## config.mk

```make
export PLATFORM = sky130hd
export DESIGN_NAME = lat_cmd_sequencer
export DESIGN_NICKNAME = d
export VERILOG_FILES = /design/src/rtl/lat_cmd_sequencer.sv
export SDC_FILE = /design/constraint.sdc
export NUM_CORES = 1
export LEC_CHECK = 0
export BUFFER_PORTS_ARGS = -buffer_cell sky130_fd_sc_hd__buf_2
export CELL_PAD_IN_SITES_DETAIL_PLACEMENT = 0
export CELL_PAD_IN_SITES_GLOBAL_PLACEMENT = 1
export CORE_ASPECT_RATIO = 0.5
export CORE_UTILIZATION = 25
export CTS_CLUSTER_SIZE = 28
export DETAILED_ROUTE_END_ITERATION = 10
export PLACE_DENSITY = 0.51
export SLEW_MARGIN = 20
export SYNTH_ARGS = -nofsm -noshare
export SYNTH_HDL_FRONTEND = slang
export SYNTH_SLANG_ARGS = --single-unit
```

## constraint.sdc

```tcl
create_clock -name clk -period 2.91 [get_ports clk]
set_input_delay 0 -clock clk [delete_from_list [all_inputs] [get_ports clk]]
set_output_delay 0 -clock clk [all_outputs]
set_load 0.1 [all_outputs]
```

## src/rtl/lat_cmd_sequencer.sv

```systemverilog
// LAT command sequencer for daisy-chained TLC5957-class drivers: times LAT against SCLK
// posedges and indexes shifter data bits. Optional build macro: FC_ON_RESET_EN.
module lat_cmd_sequencer #(
    parameter int N_DRIVERS   = 1,
    parameter int FCWRTEN_LEN = 15,
    parameter int CW          = $clog2(FCWRTEN_LEN + 48*N_DRIVERS + 2)
) (
    input  logic                              clk,
    input  logic                              rst,
    input  logic                              SCLK,
    input  logic                              start,
    input  logic [2:0]                        cmd,
    output logic                              en,
    output logic                              LAT,
    output logic                              data_valid,
    output logic [$clog2(48*N_DRIVERS)-1:0]   bit_idx,
    output logic                              done,
    output logic                              err
);
    localparam int FRAME_LEN = 48*N_DRIVERS;
    localparam int BW        = $clog2(FRAME_LEN);
    localparam logic [2:0] CMD_WRTGS = 3'd0;
    localparam logic [2:0] CMD_WRTFC = 3'd2;

    generate
        if (FRAME_LEN < 13 || (FCWRTEN_LEN + FRAME_LEN + 1) >= (1 << CW)) begin : g_bad_cfg
            $error("lat_cmd_sequencer: FRAME_LEN < 13 or counter width too small");
        end
    endgenerate

    typedef enum logic {IDLE, RUN} state_t;

    state_t          state_q, state_d;
    logic [CW-1:0]   cnt_q, cnt_d;
    logic [2:0]      cmd_q, cmd_d;
    logic            sclk_q, sclk_rise, cmd_ok;
    logic            done_d, err_d;
    logic [CW-1:0]   lat_len, p_len, data_hi, end_cnt, lat_lo;

    always_comb begin
        case (cmd_q)
            3'd0:    lat_len = CW'(1);
            3'd1:    lat_len = CW'(3);
            3'd2:    lat_len = CW'(5);
            3'd3:    lat_len = CW'(7);
            3'd4:    lat_len = CW'(11);
            3'd5:    lat_len = CW'(13);
            default: lat_len = CW'(1);
        endcase
    end

    // Window boundaries all derive from the latched command, never the live input.
    assign p_len     = (cmd_q == CMD_WRTFC) ? CW'(FCWRTEN_LEN) : '0;
    assign data_hi   = p_len + CW'(FRAME_LEN);
    assign end_cnt   = data_hi + CW'(1);
    assign lat_lo    = data_hi - lat_len + CW'(1);
    assign sclk_rise = SCLK & ~sclk_q;
    assign cmd_ok    = (cmd <= 3'd5);

    always_ff @(posedge clk) begin
        if (rst) begin
            sclk_q  <= 1'b0;
            cnt_q   <= '0;
            done    <= 1'b0;
            err     <= 1'b0;
`ifdef FC_ON_RESET_EN
            state_q <= RUN;
            cmd_q   <= CMD_WRTFC;
`else
            state_q <= IDLE;
            cmd_q   <= CMD_WRTGS;
`endif
        end else begin
            sclk_q  <= SCLK;
            state_q <= state_d;
            cnt_q   <= cnt_d;
            cmd_q   <= cmd_d;
            done    <= done_d;
            err     <= err_d;
        end
    end

    always_comb begin
        state_d = state_q;
        cnt_d   = cnt_q;
        cmd_d   = cmd_q;
        done_d  = 1'b0;
        err_d   = 1'b0;
        if (start && cmd_ok) begin
            // A valid start always wins, even over the final posedge of a running op.
            state_d = RUN;
            cnt_d   = '0;
            cmd_d   = cmd;
        end else begin
            err_d = start;
            if (state_q == RUN && sclk_rise) begin
                if (cnt_q == end_cnt) begin
                    state_d = IDLE;
                    done_d  = 1'b1;
                end else begin
                    cnt_d = cnt_q + CW'(1);
                end
            end
        end
    end

    assign en         = (state_q == RUN);
    assign LAT        = en & (((cnt_q >= CW'(1)) && (cnt_q <= p_len)) ||
                              ((cnt_q >= lat_lo) && (cnt_q <= data_hi)));
    assign data_valid = en && (cnt_q > p_len) && (cnt_q <= data_hi);
    assign bit_idx    = data_valid ? BW'(cnt_q - p_len - CW'(1)) : '0;

endmodule

```

==> results by group <==
Placement
  • Dpl ws: -0.0177 ns
  • Post-DP HPWL: 2380 µm
  • Gp weighted congestion: 0.699
  • Placed cell areas: 0.00147 mm²
  • Port Buffer Count: 17

Worst setup path
  • WP data required: about 2.9 ns
  • Critical path launch point type: flop
  • Worst Setup SP: cmd_q[1]
  • Worst r2r src: cmd_q[1]
  • CP Class: flop to output port
  • Worst R2R Setup Slack: 0.88 ns
  • Setup crit end kind: output port
  • Critical Path Most Common Cell: ha_4
  • Critical path's slowest cell: fa_2
  • CP Cell Sequence: inv_4 > ha_4 > a21oi_2 > a32oi_2 > ha_4 > fa_2 > inv_2 > ha_4 > nand2_1 > o21ai_2 > a31oi_2 > o21ai_4 > buf_12
  • Arr. time, crit path: 2.90 ns
  • Top delay family on crit path: adder cells
  • Buffers plus inverters on the worst setup path: 3
  • Maximum fanout along the worst path: 4
  • FF-to-FF path depth: 7
  • CP max stage delay: between 0.5 and 0.6 ns
  • Reg2reg end: cnt_q[0]
  • Crit. path cell count: 13

Routing
  • Post-route DRC: 0
  • Router iterations before antenna repair: 4
  • Routed vias/inst: between 4 and 5
  • Drt total wl: 3150 µm
  • Routed Antenna Nets: 0
  • Routed len/inst: about 13 µm
  • DR vias: 1121
  • First-iteration detailed-routing DRC count: 29

Worst hold path
  • Hold path start: rst
  • Worst Hold Path Cells: 2
  • Hold endpoint: en
  • HP Class: primary input to flop

CTS
  • Root Buffer: clkbuf_8
  • CTS max path bufs: 2
  • Clock net sink count: 14
  • CTS tree: built
  • Clock slew at reported path FFs: 0.07 ns
  • CTS HTree Levels: 1
  • Worst-Skew Late Latency: 0.25 ns
  • CTS Buf Count: 3

Logic synthesis
  • Synthesized instance count: 154
  • Sequential share of the synthesized area: 22.4%
  • Number of synthesized register bits: 14
  • Post-synth ARST share: 0%
  • Synth unique cells: 38
  • Yosys Warn Count: 0
  • Commonest cells post-synth: nor2_1 (22), ha_1 (19), inv_1 (15)
  • Synth top area share: between 20% and 30%
  • Mean post-synth cell area: ~8 µm²
  • Biggest area consumer among synthesized cells: dfxtp_1
  • Top cells by area, synth: dfxtp_1 (22%), ha_1 (19%), nor2_1 (6.6%)
  • Most common cell in the synthesized netlist: nor2_1
  • Syn nets: 182
  • EDFF count, synth: 0
  • Mapped Area: 0.00125 mm²
  • Synth Flop Type: dfxtp_1

Die
  • Core ar.: 0.00459 mm²
  • Die ar.: around 0.0053 mm²
  • Num rows: 17
  • Die W: slightly above 100 µm
  • # IOs: 18
  • Die Ht: 52.1 µm
  • Initial Util: 27.3%

Layout
  • Finished layout cell area: ~0.0018 mm²
  • Fin nets: 213
  • Ant diodes: 0
  • Layout cell share with drive strength beyond 1: 39.7%
  • Area Overhead vs Synth: 41.9%

Power and ir drop
  • VDD IR-drop max: 158 µV
  • Leak: 0.745 nW
  • Cell Pwr Density: roughly 370 mW/mm²
  • Total power: between 0.0006 and 0.0007 W

Timing
  • Fin worst setup slack: ~0.011 ns
  • Max Slew Vio Count: 0
  • Final Cycle Share: 99.6%
  • Worst slew pin tran: 0.485 ns
  • Fin crit period: 2.90 ns
  • Fmax achieved: around 0.34 GHz
  • Relative slew slack: approximately two thirds
  • Setup violations, final: 0
  • Unrepaired setup endpoints after global routing: yes
  • TNS Setup: 0 ns
  • Final hold violations: 0
  • Clock Skews: 0.00613 ns

Outcome
  • Status: finished, final reports clean

Global routing
  • First-pass GRT wire length: 5210 µm
  • Global route overflow: 0
  • Number of global-route vias before repair: 1028
  • Pin count of the biggest net entering global routing: 12
  • Initial antenna violation count: 0
  • GRT Overall Usage: 13.1%

Flow run
  • Max-capacitance violation count: 0
metal layers:
layer	GRT usage (%)	wire [µm]	vias up
li1	-	-	599
met5	0	0	-
met3	0.941	78	2
met4	5.71	27	0
met2	18.1	1240	18
met1	20.2	1810	502
power by group:
group / leakage (nW) / switching, W / total, W / internal [W]
clock: 0.0288 / 0.0000750 / 0.000195 / 0.000120
combinational: 0.601 / 0.000162 / 0.000262 / 0.000100
sequential: 0.115 / 0.00000716 / 0.000204 / 0.000197
flip-flops by register name (all words and copies together), names as in the netlist:
signal  count
sclk_q      1
en          1
err         1
cnt_q       7
done        1
cmd_q       3
area by class of cell:
| type | instances | area (µm²) |
|---|---|---|
| clock buffer | 4 | 55.1 |
| fill | 481 | 2820 |
| inverter | 15 | 62.6 |
| multi-input combinational | 122 | 1070 |
| sequential | 14 | 288 |
| tap | 66 | 82.6 |
| timing repair buffer | 29 | 224 |
logic make-up after synthesis:
family	after synthesis	synth area share (%)
adders and majority gates	21	22.2
and+or+nand+nor	60	24.7
xor gates and xnor gates	7	4.89
DFF	14	22.4
buffers and inverters	18	7.38
muxes	1	0.798
AOI/OAI and AO/OA	33	17.8
worst max-delay path by stage:
stage / end / slack, ns
floorplan: bit_idx[2] / -0.19
global placement: LAT / 0.1
detailed placement: LAT / -0.02
CTS: LAT / -0.03
global route: LAT / -0.09
finish: LAT / 0.01
metrics by stage:
step                      hold slack (ns)  util, %  instances
after floorplan                    0.0716        -        154
after global placement              0.229     32.0        239
after detailed placement            0.237     32.0        239
after CTS                         0.00448     35.7        245
after global routing              0.00489     38.7        250
final                             0.00382     38.7        250
worst reg2reg max path, stage by stage, from the launching register on:
cell      delay (ns)
dfxtp_4         0.37
or3b_4          0.40
inv_2           0.09
buf_4           0.15
ha_1            0.32
a211oi_4        0.37
o21ai_0         0.15
a21oi_1         0.13
what timing repair did:
action | CTS | global route
buffers inserted | 0 | 5
hold buffers | 2 | 0
pin swaps | 9 | 11
endpoints found under the hold margin | 2 | 0
gates resized for setup | 19 | 29
endpoints found under the setup margin | 2 | 8
cells in the final DEF, fill, tap and decap left out, drive strengths merged, types with 2 or more instances in the layout:
cell | Yosys | layout
nor2b | 4 | 4
nand2 | 10 | 10
nor3 | 2 | 2
xor2 | 5 | 5
nand4 | 6 | 6
a21o | 4 | 4
inv | 15 | 14
o21ai | 8 | 8
clkbuf | 1 | 8
a211oi | 2 | 2
dlygate4sd3 | 0 | 2
buf | 2 | 23
or2 | 2 | 2
a21oi | 11 | 11
fa | 2 | 2
or3 | 6 | 6
nand3 | 3 | 3
xnor2 | 2 | 2
ha | 19 | 19
nor2 | 22 | 22
dfxtp | 14 | 14
Power figures use the tool's default switching activity.
